==> src/rtl/write_responder_pkg.sv <==
// Shared types and constants for the write-back store responder.
//   regval_t         : 32-bit register/bus value
//   WriteBufferDepth : default number of posted stores held
//   wb_entry_t       : one buffered store {address, data}
package write_responder_pkg;

    typedef logic [31:0] regval_t;

    localparam int unsigned WriteBufferDepth = 4;

    typedef struct packed {
        regval_t address;
        regval_t data;
    } wb_entry_t;

endpackage

==> src/rtl/write_responder_if.sv <==
// Bundle of the store request port, data-memory bus and snoop port.
//   store port : address_enable, address, data -> data_valid
//   memory bus : mem_write, mem_address, mem_data <- mem_waitrequest
//   snoop port : snoop_address -> snoop_hit, snoop_data
//   status     : pending, empty
// slave modport is the responder side, master the requester/memory side.
interface write_responder_if
    import write_responder_pkg::*;
#(
    parameter int unsigned DEPTH = WriteBufferDepth
);
    localparam int unsigned PTR_W = $clog2(DEPTH);

    logic            address_enable;
    regval_t         address;
    regval_t         data;
    logic            data_valid;

    logic            mem_write;
    regval_t         mem_address;
    regval_t         mem_data;
    logic            mem_waitrequest;

    regval_t         snoop_address;
    logic            snoop_hit;
    regval_t         snoop_data;

    logic [PTR_W:0]  pending;
    logic            empty;

    modport slave (
        input  address_enable, address, data, mem_waitrequest, snoop_address,
        output data_valid, mem_write, mem_address, mem_data, snoop_hit, snoop_data,
        pending, empty
    );

    modport master (
        output address_enable, address, data, mem_waitrequest, snoop_address,
        input  data_valid, mem_write, mem_address, mem_data, snoop_hit, snoop_data,
        pending, empty
    );

endinterface

==> src/rtl/write_responder_write_buffer_fifo.sv <==
// In-order posted-write buffer with associative snoop.
//   clock, reset_n : system clock, synchronous active-low reset
//   push/push_entry: append an entry at tail (caller guarantees not full)
//   pop            : retire the head entry (caller guarantees not empty)
//   head_entry     : oldest buffered entry
//   count          : number of valid entries (0..DEPTH)
//   snoop_*        : youngest valid entry whose address matches exactly
module write_buffer_fifo
    import write_responder_pkg::*;
#(
    parameter int unsigned DEPTH = WriteBufferDepth,
    localparam int unsigned PTR_W = $clog2(DEPTH)
) (
    input  logic           clock,
    input  logic           reset_n,
    input  logic           push,
    input  wb_entry_t      push_entry,
    input  logic           pop,
    output wb_entry_t      head_entry,
    output logic [PTR_W:0] count,
    input  regval_t        snoop_address,
    output logic           snoop_hit,
    output regval_t        snoop_data
);

    if (DEPTH < 2 || (DEPTH & (DEPTH - 1)) != 0) begin : g_bad_depth
        $error("write_buffer_fifo: DEPTH must be a power of two >= 2");
    end

    wb_entry_t        entries_q [DEPTH];
    logic [PTR_W-1:0] head_q, head_d;
    logic [PTR_W-1:0] tail_q, tail_d;
    logic [PTR_W:0]   count_q, count_d;

    // Pointers wrap naturally at PTR_W bits; full vs empty is told apart by count.
    always_comb begin
        head_d  = head_q;
        tail_d  = tail_q;
        count_d = count_q;
        if (push) begin
            tail_d = tail_q + 1'b1;
        end
        if (pop) begin
            head_d = head_q + 1'b1;
        end
        case ({push, pop})
            2'b10:   count_d = count_q + 1'b1;
            2'b01:   count_d = count_q - 1'b1;
            default: count_d = count_q;
        endcase
    end

    always_ff @(posedge clock) begin
        if (!reset_n) begin
            head_q  <= '0;
            tail_q  <= '0;
            count_q <= '0;
        end else begin
            head_q  <= head_d;
            tail_q  <= tail_d;
            count_q <= count_d;
        end
    end

    // Payload storage is deliberately not reset; validity is tracked by count.
    always_ff @(posedge clock) begin
        if (push) begin
            entries_q[tail_q] <= push_entry;
        end
    end

    assign head_entry = entries_q[head_q];
    assign count      = count_q;

    // Walk from oldest to youngest so a later match overrides an earlier one.
    always_comb begin
        logic [PTR_W-1:0] idx;
        snoop_hit  = 1'b0;
        snoop_data = '0;
        idx        = '0;
        for (int unsigned i = 0; i < DEPTH; i++) begin
            idx = head_q + PTR_W'(i);
            if (((PTR_W + 1)'(i) < count_q) && (entries_q[idx].address == snoop_address)) begin
                snoop_hit  = 1'b1;
                snoop_data = entries_q[idx].data;
            end
        end
    end

endmodule

==> src/rtl/write_responder.sv <==
// Memory-side responder for the write-back store port.
//   clock, reset_n : system clock, synchronous active-low reset
//   bus (slave)    : store request/accept, Avalon-style write drain,
//                    combinational snoop, occupancy status
// Accepted stores are posted into write_buffer_fifo and drained in order.
module write_responder
    import write_responder_pkg::*;
#(
    parameter int unsigned DEPTH = WriteBufferDepth
) (
    input  logic                clock,
    input  logic                reset_n,
    write_responder_if.slave    bus
);

    localparam int unsigned    PTR_W     = $clog2(DEPTH);
    localparam logic [PTR_W:0] FullCount = (PTR_W + 1)'(DEPTH);

    logic           push;
    logic           pop;
    wb_entry_t      push_entry;
    wb_entry_t      head_entry;
    logic [PTR_W:0] count;
    logic           fifo_hit;
    regval_t        fifo_snoop_data;

    // Acceptance looks only at the registered count, so a full buffer refuses
    // even when the head retires this cycle and mem_waitrequest never reaches
    // data_valid combinationally.
    always_comb begin
        push               = reset_n && bus.address_enable && (count != FullCount);
        push_entry.address = bus.address;
        push_entry.data    = bus.data;

        bus.data_valid     = push;
        bus.mem_write      = reset_n && (count != '0);
        bus.mem_address    = head_entry.address;
        bus.mem_data       = head_entry.data;
        pop                = bus.mem_write && !bus.mem_waitrequest;

        bus.snoop_hit      = reset_n && fifo_hit;
        bus.snoop_data     = bus.snoop_hit ? fifo_snoop_data : '0;

        bus.pending        = count;
        bus.empty          = (count == '0);
    end

    write_buffer_fifo #(
        .DEPTH (DEPTH)
    ) u_fifo (
        .clock         (clock),
        .reset_n       (reset_n),
        .push          (push),
        .push_entry    (push_entry),
        .pop           (pop),
        .head_entry    (head_entry),
        .count         (count),
        .snoop_address (bus.snoop_address),
        .snoop_hit     (fifo_hit),
        .snoop_data    (fifo_snoop_data)
    );

endmodule

==> src/flat_wrapper.sv <==
// flat-port wrapper written by rule: the top's interface ports become plain ports
module write_responder_flat import write_responder_pkg::*;
#(
    parameter int unsigned DEPTH = WriteBufferDepth
)
  (clock, reset_n, bus_address_enable, bus_address, bus_data, bus_mem_waitrequest, bus_snoop_address, bus_data_valid, bus_mem_write, bus_mem_address, bus_mem_data, bus_snoop_hit, bus_snoop_data, bus_pending, bus_empty);
  write_responder_if #(.DEPTH(DEPTH)) bus_i ();
  input  logic clock;
  input  logic reset_n;
  input wire logic [$bits(bus_i.address_enable)-1:0] bus_address_enable;
  input wire logic [$bits(bus_i.address)-1:0] bus_address;
  input wire logic [$bits(bus_i.data)-1:0] bus_data;
  input wire logic [$bits(bus_i.mem_waitrequest)-1:0] bus_mem_waitrequest;
  input wire logic [$bits(bus_i.snoop_address)-1:0] bus_snoop_address;
  output wire logic [$bits(bus_i.data_valid)-1:0] bus_data_valid;
  output wire logic [$bits(bus_i.mem_write)-1:0] bus_mem_write;
  output wire logic [$bits(bus_i.mem_address)-1:0] bus_mem_address;
  output wire logic [$bits(bus_i.mem_data)-1:0] bus_mem_data;
  output wire logic [$bits(bus_i.snoop_hit)-1:0] bus_snoop_hit;
  output wire logic [$bits(bus_i.snoop_data)-1:0] bus_snoop_data;
  output wire logic [$bits(bus_i.pending)-1:0] bus_pending;
  output wire logic [$bits(bus_i.empty)-1:0] bus_empty;
  assign bus_i.address_enable = bus_address_enable;
  assign bus_i.address = bus_address;
  assign bus_i.data = bus_data;
  assign bus_i.mem_waitrequest = bus_mem_waitrequest;
  assign bus_i.snoop_address = bus_snoop_address;
  assign bus_data_valid = bus_i.data_valid;
  assign bus_mem_write = bus_i.mem_write;
  assign bus_mem_address = bus_i.mem_address;
  assign bus_mem_data = bus_i.mem_data;
  assign bus_snoop_hit = bus_i.snoop_hit;
  assign bus_snoop_data = bus_i.snoop_data;
  assign bus_pending = bus_i.pending;
  assign bus_empty = bus_i.empty;
  write_responder #(.DEPTH(DEPTH)) u_core (.clock(clock), .reset_n(reset_n), .bus(bus_i));
endmodule
==> config.mk <==
export PLATFORM = sky130hd
export DESIGN_NAME = write_responder_flat
export DESIGN_NICKNAME = d
export VERILOG_FILES = /design/src/rtl/write_responder_pkg.sv /design/src/rtl/write_responder_if.sv /design/src/rtl/write_responder_write_buffer_fifo.sv /design/src/rtl/write_responder.sv /design/src/flat_wrapper.sv
export SDC_FILE = /design/constraint.sdc
export NUM_CORES = 1
export LEC_CHECK = 0
export BUFFER_PORTS_ARGS = -buffer_cell sky130_fd_sc_hd__buf_2
export CAP_MARGIN = 30
export CORE_ASPECT_RATIO = 1.5
export CORE_UTILIZATION = 65
export CTS_CLUSTER_DIAMETER = 50
export DETAILED_ROUTE_END_ITERATION = 16
export MAX_ROUTING_LAYER = met4
export PLACE_DENSITY = 0.87
export SYNTH_ARGS = -nofsm -noshare
export SYNTH_HDL_FRONTEND = slang
export SYNTH_SLANG_ARGS = --single-unit
==> constraint.sdc <==
create_clock -name clock -period 5.85 [get_ports clock]
set_input_delay 0.585 -clock clock [delete_from_list [all_inputs] [get_ports clock]]
set_output_delay 0.585 -clock clock [all_outputs]
set_load 0.1 [all_outputs]
### Word-level counts from Yosys, hierarchy flattened

Memory sizes are Yosys's and may differ from the RTL's. A register that Yosys moved wholly into a read port is not among the register bits.
Cells that the tools add are included.

* equal/unequal tests: 7
* multiplexer cells: 14
* reductions and logical operators: 13
* magnitude comparators: 4
* add/sub/neg operators: 6

Operators by type and width (number)
* two-way mux 32 bit: 5
* equality test 32 bit: 4
* logical AND 1 bit: 9
* < comparator 1 x 3 -> 1 bit (first input constant): 2
* < comparator 2 x 3 -> 1 bit (first input constant): 2
* two-way mux 1 bit: 6
* one-hot mux 3 bit (2 select lines): 1
* adder 2 x 1 -> 2 bit (second input constant): 2
* adder 2 bit (second input constant): 2
* two-way mux 2 bit: 2
* adder 3 x 1 -> 3 bit (second input constant): 1
* zero test 3 bit: 1
* != test 3 bit (second input constant): 1
* nonzero test 3 bit: 1
* subtractor 3 x 1 -> 3 bit (second input constant): 1
* equality test 2 x 1 -> 1 bit (second input constant): 1
* equality test 2 bit (second input constant): 1
* nonzero test 2 bit: 1
* zero test 1 bit: 1

* bits in writable memories: 256
* register bits after elaboration: 7
* output and inout port bits: 103
* logic and storage cells: 48
* memories kept: 1

Memory list
* u_core.u_fifo.entries_q: depth 4, bits a word 64, read ports 4, clocked after Yosys merged registers in 1, wr ports 1, RTL line write_responder_write_buffer_fifo.sv:30 `wb_entry_t entries_q [DEPTH];`

### Longest topological paths before layout

Gate-level depths: netlist of the first run.
An unclocked memory read counts as a cell.

* depth after elaboration: 9
* mapped depth: 13
* mapped depth without buffers: 9

### Hierarchy

Synthesis of the first run repeated with hierarchy kept, for this count alone.

* cells, all modules: 1323
* area total of the unflattened synthesis: 17813.3 µm²

Modules (own cells, without submodules)
* write_buffer_fifo: times used 1, cells an instance 1278, area an instance 17539.3 µm²
* write_responder: times used 1, cells an instance 45, area an instance 274.0 µm²

### Worst setup path before layout of the first run

Ideal clock, no wire load.

* path kind: register -> output
* from: register with a tool-made name
* to: output port bus_snoop_data[28]
* path slack: -672 ps
* path buffers: 2
* stages on the path, launching flop included: 11
* arrival time: 5937 ps
* cell sequence: dfxtp_1 > buf_6 > buf_6 > mux2i_1 > mux2i_1 > o221ai_1 > a2111oi_0 > o2111ai_1 > nor4_4 > nand3_1 > a211oi_1

RTL lines
* end, declared: RTL line flat_wrapper.sv:20 `output wire logic [$bits(bus_i.snoop_data)-1:0] bus_snoop_data;`

### Worst setup path in the final report of the first run

* from: register u_core.u_fifo.head_q[0]
* to: output port bus_snoop_data[29]

* cells in the longest elaborated chain, start to end: 9
* elaborated cells between the ends (all ways): 18
* those cells by class: add/sub (3); eq/ne (3); mux (7); reduce/logical (4); memory (1)

Ends and longest elaborated chain
* start, declared: RTL line write_responder_write_buffer_fifo.sv:31 `logic [PTR_W-1:0] head_q, head_d;`
* start signal, assigned: RTL line write_responder_write_buffer_fifo.sv:55 `head_q <= '0;`
* start signal, assigned: RTL line write_responder_write_buffer_fifo.sv:59 `head_q <= head_d;`
* adder 2 x 1 -> 2 bit: RTL line write_responder_write_buffer_fifo.sv:82 `idx = head_q + PTR_W'(i);`
* memory (4 x 64 bit) (*)
* equality test 32 bit: RTL line write_responder_write_buffer_fifo.sv:83 `if (((PTR_W + 1)'(i) < count_q) && (entries_q[idx].address == snoop_address)) begin`
* logical AND 1 bit: RTL line write_responder_write_buffer_fifo.sv:83
* two-way mux 1 bit (3 in a row): RTL line write_responder_write_buffer_fifo.sv:83
* logical AND 1 bit: RTL line write_responder.sv:41 `bus.snoop_hit = reset_n && fifo_hit;`
* two-way mux 32 bit (*): RTL line write_responder.sv:42 `bus.snoop_data = bus.snoop_hit ? fifo_snoop_data : '0;`

Mark *: on every way between the ends. The rest lies on a longest branch, timed or not.

==> flow_summary.json, run 1 <==
{
  "ys.warnings.count": 0,
  "cts_buffers": 25,
  "drt_iter0_drc": 1861,
  "yosys.area_share.simple": 0.0792,
  "gp_congestion": 0.971,
  "power_density_nw_per_um2": 264,
  "hpwl_mm": 36.8,
  "die_w_um": 136,
  "syn_nets": 1477,
  "worst_pin_slew_ps": 887,
  "die_y_um": 204,
  "cts_hold_buf": 0,
  "overflow": 0,
  "synth.area.mux_share": 0.264,
  "cap_violations": 0,
  "setup_viol": 0,
  "syn_inst": 1368,
  "yosysUniqueCellTypes": 59,
  "grt_util_all_layers": 0.406,
  "drive_gt1_frac": 0.316,
  "synth_most_common_cell": "edfxtp_1",
  "hold-path-endpoint": "u_core.u_fifo.entries_q[0][2]",
  "crit_required_ps": 5270,
  "netlist_top_cells_area": "edfxtp_1 (44%), mux4_2 (15%), mux2i_1 (9.4%)",
  "initial_utilization": 0.663,
  "synthXorXnorAreaFrac": 0.0626,
  "synth_edf_count": 256,
  "die_area_um2": 27800,
  "ys.flop_type": "edfxtp_1",
  "grt_pass1_vias": 13400,
  "h-tree-depth": 1,
  "finalSetupTns_ps": 0,
  "yosys.area.top_type": "edfxtp_1",
  "grt_max_degree": 93,
  "wire_per_inst_um": 29.0,
  "r2r-start": "u_core.u_fifo.count[0]",
  "cts.sinks": 265,
  "r2r_cells": 5,
  "synth_common_cells": "edfxtp_1 (256), mux2i_1 (165), mux4_2 (114), xnor2_1 (107), o21ai_0 (82)",
  "core-area_um2": 26600,
  "clock.fmax_mhz": 175,
  "rsz0062_at_grt": "no",
  "rrSetupSlack_ps": 2780,
  "drc_errors": 0,
  "nNetsFinal": 1609,
  "cts_tree": "built",
  "synthArstFlopShare": 0,
  "post_cts_buffers": 0,
  "synth-seq-area-share": 0.446,
  "netlist_area_um2": 17600,
  "finalHoldViolCount": 0,
  "yosysTopAreaCellShare": 0.436,
  "clk_pin_slew_ps": 60,
  "slew_violations": 0,
  "cts-root-buf": "clkbuf_16",
  "synth_compound_area_frac": 0.101,
  "drt_pre_antenna_iters": 6,
  "status": "finished clean",
  "drt_wl_total_mm": 53.9,
  "final.setup_skew_ps": 10.3,
  "areaGrowthSynthToFinish_pct": 14.0,
  "vias": 13600,
  "fin_area_um2": 20100,
  "cp-start-kind": "flip-flop",
  "num_rows": 73,
  "syn_area_per_cell_um2": 12.9,
  "synth_seq_cells": 265,
  "min_from": "bus_data[2]",
  "crit_type": "flip-flop to output pin",
  "hold_class": "primary input to flip-flop",
  "min_delay_path_depth": 1,
  "synth_top_family_by_area": "multiplexers",
  "cts.repair.resized": 0,
  "grt_pass1_wl_mm": 80.4,
  "clk_latency_ps": 540,
  "drtAntennaViolNets": 0,
  "antenna_found_initial": 4,
  "worstSetupEndpointType": "output pin",
  "synthAdderAreaFrac": 0.00639,
  "cp_max_fo": 74,
  "viasPerCell": 7.31,
  "clockBufferDepth": 3,
  "ioPinCount": 203,
  "p_leak_nw": 6.34,
  "placed_area_um2": 19300,
  "reg2reg_to": "u_core.u_fifo.entries_q[0][42]",
  "cp.arrival_ps": 5140,
  "finalCriticalPeriod_ps": 5720,
  "slew_headroom": 0.404,
  "min_period_over_period": 0.978,
  "vdd.ir_drop.worst_v": 0.000295,
  "io_buffers": 202
}
## how the worst max path moves through the flow
stage	from	end	slack [ps]
floorplan	flip-flop	bus_snoop_data[12]	60
global placement	u_core.u_fifo.head_q[0]	bus_snoop_data[0]	850
detailed placement	u_core.u_fifo.head_q[0]	bus_snoop_data[29]	710
CTS	u_core.u_fifo.head_q[0]	bus_snoop_data[29]	130
global route	u_core.u_fifo.head_q[0]	bus_snoop_data[29]	50
finish	u_core.u_fifo.head_q[0]	bus_snoop_data[29]	130
## cells in the final DEF (no fill, tap or decap), types with 12 or more instances in the layout
cell type | Yosys | routed
mux2_2 | 38 | 38
o21ai_0 | 82 | 82
xnor2_1 | 107 | 107
clkbuf_16 | 0 | 25
a311oi_1 | 33 | 33
nor4b_1 | 33 | 33
mux4_2 | 114 | 114
mux2i_1 | 165 | 165
nor3_1 | 16 | 16
buf_2 | 28 | 170
buf_12 | 0 | 36
xor2_1 | 19 | 19
a211oi_2 | 30 | 32
nor2_1 | 54 | 54
nand2_1 | 51 | 50
buf_4 | 9 | 30
a21oi_1 | 47 | 47
nand4_1 | 19 | 19
edfxtp_1 | 256 | 256
nor4_1 | 13 | 12
nand3_1 | 38 | 38
## cells by family (layout without fill, tap and decap cells)
kind of cell / Yosys count / count (layout)
simple gates: 256 / 256
compound gates: 250 / 250
other cells: 0 / 4
mux: 318 / 318
flops: 265 / 265
fa+ha+maj: 9 / 9
xor+xnor: 126 / 126
buf+inv: 144 / 294
## area by class of cell
class	instances	area [um2]
flip-flops and latches	265	7880
diodes	4	10.0
multi-input cells	959	9100
fillers	1601	6470
clock buffers	32	662
inverters	11	41.3
clock inverters	13	144
repair buffers	238	1850
well taps	337	422
## worst max-delay path: stages (launching register included)
cell      delay (ps)
dfxtp_4          740
buf_12           470
mux4_2           590
xnor2_1          190
nand4_1          110
nor4_1           540
and3_1           330
nand2_2          330
buf_4            290
a311oi_1         530
a211oi_2         210
buf_12           220
## stage by stage
step | std cells | hold WS, ps | setup slack [ps] | power (mW) | utilization
detailed placement | 1810 | 518 | 709 | 3.68 | 0.725
floorplan | 1368 | 469 | 60.8 | 3.38 | -
global route | 1859 | 247 | 50.1 | 5.43 | 0.756
finish | 1859 | 252 | 127 | 5.31 | 0.756
CTS | 1855 | 244 | 127 | 5.28 | 0.756
global placement | 1807 | 488 | 849 | 3.65 | 0.723
## sequential cells by signal, summed over array words and instances, names as in the netlist, named ones only
name                     count
u_core.u_fifo.entries_q    256
u_core.u_fifo.count          3
u_core.u_fifo.tail_q         2
u_core.u_fifo.head_q         2
## where the power goes
part / total, mW / switching (mW) / internal (mW)
combinational: 1.45 / 0.991 / 0.464
clock: 1.64 / 0.705 / 0.933
sequential: 2.21 / 0.0723 / 2.14
total: 5.31 / 1.77 / 3.54
## metal layers
metal | vias to the layer above | share of wire | wire [um] | global-route usage
met3 | 234 | 0.091 | 4900 | 0.0589
met5 | - | 0 | 0 | -
met2 | 975 | 0.52 | 27900 | 0.690
met1 | 6663 | 0.32 | 17500 | 0.451
met4 | 0 | 0.067 | 3620 | 0.235
li1 | 5711 | - | - | -
Power figures use the tool's default switching activity.
==> inputs of run 2 (changes only) <==
--- a/config.mk
+++ b/config.mk
@@ -5,8 +5,8 @@
 export SDC_FILE = /design/constraint.sdc
 export NUM_CORES = 1
 export LEC_CHECK = 0
+export ABC_AREA = 1
 export BUFFER_PORTS_ARGS = -buffer_cell sky130_fd_sc_hd__buf_2
-export CAP_MARGIN = 30
 export CORE_ASPECT_RATIO = 1.5
 export CORE_UTILIZATION = 65
 export CTS_CLUSTER_DIAMETER = 50
==> flow_summary.json, run 2 <==
{
  "top_layer": "met4",
  "final_cell_mix": "nand2_1 (1291), nand3_1 (262), edfxtp_1 (256)",
  "nNetsFinal": 3044,
  "die_area_um2": 30100,
  "core-area_um2": 28800,
  "route.met2.wl_mm": 32.3,
  "cts_tree": "built",
  "cts_hold_buf": 0,
  "min_period_over_period": 0.922,
  "finalHoldViolCount": 0,
  "gp_congestion": 1.04,
  "viasPerCell": 6.19,
  "largest_reg_flops": 256,
  "final.setup_skew_ps": 14.1,
  "grt_max_degree": 203,
  "wire_per_inst_um": 20.2,
  "setup_viol": 0,
  "worst_pin_slew_ps": 1090,
  "cp-start-kind": "flip-flop",
  "hold_class": "primary input to flip-flop",
  "cts.sinks": 265,
  "areaGrowthSynthToFinish_pct": 12.6,
  "drive_gt1_frac": 0.106,
  "grt_pass1_vias": 19800,
  "ys.flop_type": "edfxtp_1",
  "cap_violations": 0,
  "netlist_area_um2": 19100,
  "drtAntennaViolNets": 0,
  "clk_pin_slew_ps": 70,
  "crit_type": "flip-flop to output pin",
  "syn_inst": 2829,
  "p_leak_nw": 9.96,
  "slew_violations": 0,
  "cp_max_fo": 64,
  "die_y_um": 212,
  "hold-path-endpoint": "u_core.u_fifo.entries_q[2][49]",
  "finalSetupTns_ps": 0,
  "yosys.area.top_type": "edfxtp_1",
  "drt_iter0_drc": 2689,
  "yosysTopAreaCellShare": 0.403,
  "rrSetupSlack_ps": 2830,
  "synth_common_cells": "nand2_1 (1291), nand3_1 (262), edfxtp_1 (256), inv_1 (252), o21ai_0 (226)",
  "worstSetupEndpointType": "output pin",
  "multi_input_area_um2": 9420,
  "post_cts_buffers": 0,
  "syn_nets": 2938,
  "min_from": "bus_address[17]",
  "clockBufferDepth": 3,
  "h-tree-depth": 1,
  "synth_edf_count": 256,
  "drt_wl_total_mm": 67.8,
  "met3_length_mm": 8.00,
  "clock.fmax_mhz": 185,
  "hpwl_mm": 44.0,
  "die_w_um": 142,
  "routedLengthMet1_mm": 21.5,
  "power_density_nw_per_um2": 290,
  "grt_util_all_layers": 0.467,
  "num_rows": 76,
  "drc_errors": 0,
  "layout_commonest_cell": "nand2_1",
  "fillers": 2227,
  "synth_most_common_cell": "nand2_1",
  "finalCriticalPeriod_ps": 5390,
  "crit_required_ps": 5270,
  "synth_seq_cells": 265,
  "r2r-start": "u_core.u_fifo.count[0]",
  "ioPinCount": 203,
  "slew_headroom": 0.271,
  "power.total_mw": 6.24,
  "cts-root-buf": "clkbuf_16",
  "yosysUniqueCellTypes": 32,
  "syn_area_per_cell_um2": 6.75,
  "cp.arrival_ps": 4810,
  "status": "finished clean",
  "io_buffers": 202,
  "vdd.ir_drop.worst_v": 0.000289,
  "netlist_top_cells_area": "edfxtp_1 (40%), nand2_1 (25%), nand3_1 (6.9%)",
  "clk_latency_ps": 560,
  "regMostFlops": "u_core.u_fifo.entries_q",
  "initial_utilization": 0.662,
  "cts_buffers": 26,
  "antenna_found_initial": 7,
  "reg2reg_to": "u_core.u_fifo.entries_q[1][62]",
  "drt_pre_antenna_iters": 8,
  "vias": 20800,
  "r2r_cells": 7,
  "seq_area_um2": 7870,
  "overflow": 0,
  "grt_pass1_wl_mm": 103,
  "cts.repair.resized": 0,
  "synth-seq-area-share": 0.412,
  "min_delay_path_depth": 1,
  "ys.warnings.count": 0,
  "rsz0062_at_grt": "no",
  "synthArstFlopShare": 0
}
## run 2: cell types whose count changed after synthesis, moves of 107 or more
| cell | delta |
|---|---|
| nand3_1 | +224 |
| xnor2_1 | -107 |
| mux4_2 | -114 |
| nand2_1 | +1240 |
| o21ai_0 | +144 |
| mux2i_1 | -165 |
| inv_1 | +242 |
## run 2: worst max path at each step
stage	cells after the start	from	endpoint
floorplan	11	flip-flop	bus_snoop_data[27]
global placement	17	u_core.u_fifo.head_q[0]	bus_snoop_data[27]
detailed placement	17	u_core.u_fifo.head_q[0]	bus_snoop_data[11]
CTS	17	u_core.u_fifo.head_q[0]	bus_snoop_data[11]
global route	16	u_core.u_fifo.head_q[0]	bus_snoop_data[25]
finish	16	u_core.u_fifo.head_q[0]	bus_snoop_data[6]
## run 2: kinds of logic (layout without fill, tap and decap cells)
kind of cell / after synthesis / in the layout / share of synthesized area
AOI/OAI and AO/OA: 454 / 454 / 0.130
xor gates and xnor gates: 12 / 12 / 0.00551
buffers and inverters: 417 / 543 / 0.0971
and+or+nand+nor: 1672 / 1672 / 0.350
DFF: 265 / 265 / 0.412
other: 0 / 6 / 0
adders and majority gates: 9 / 9 / 0.00590
## run 2: where the power goes
group / leakage [nW] / internal [mW] / total, mW / switching, mW
clock: 0.455 / 1.09 / 1.81 / 0.724
combinational: 7.10 / 0.467 / 2.25 / 1.78
sequential: 2.40 / 2.14 / 2.18 / 0.0450
total: 9.96 / 3.70 / 6.24 / 2.55
## run 2: critical path, cell delays in order (launching register included)
cell and delay (ps):
dfxtp_4 520, inv_4 250, nand2_1 140, nand2_4 510, buf_4 290, nand2_1 80, nand3_1 150, nand2_1 80
nor2_1 300, nand2_1 130, nor2_1 120, nand3_1 150, nor2_4 150, buf_4 580, a21oi_1 110, a21oi_1 390
buf_12 230
## run 2: per-stage QoR
stage          instances  worst slack (ps)  hold slack [ps]  cell area [um2]   util
6_report            3351               458              235            21500  0.746
5_1_grt             3351               248              228            21500  0.746
4_1_cts             3345               682              228            21500  0.746
3_5_place_dp        3297              1280              504            20600  0.713
3_3_place_gp        3297              1320              486            20600  0.713
2_1_floorplan       2829              79.6              463            19100      -
## run 2: per-layer routing
layer  vias up  GRT usage
li1       9445          -
met1      9232      0.486
met2      1633      0.758
met3       442     0.0977
met4         0      0.389
met5         -          -
## run 2: cell type report
type | instances | area share
multi-input combinational | 2147 | 0.438
sequential | 265 | 0.366
timing repair buffer | 239 | 0.0841
inverter | 256 | 0.0450
clock buffer | 32 | 0.0332
tap | 390 | 0.0227
clock inverter | 16 | 0.0101
antenna | 6 | 0.000698
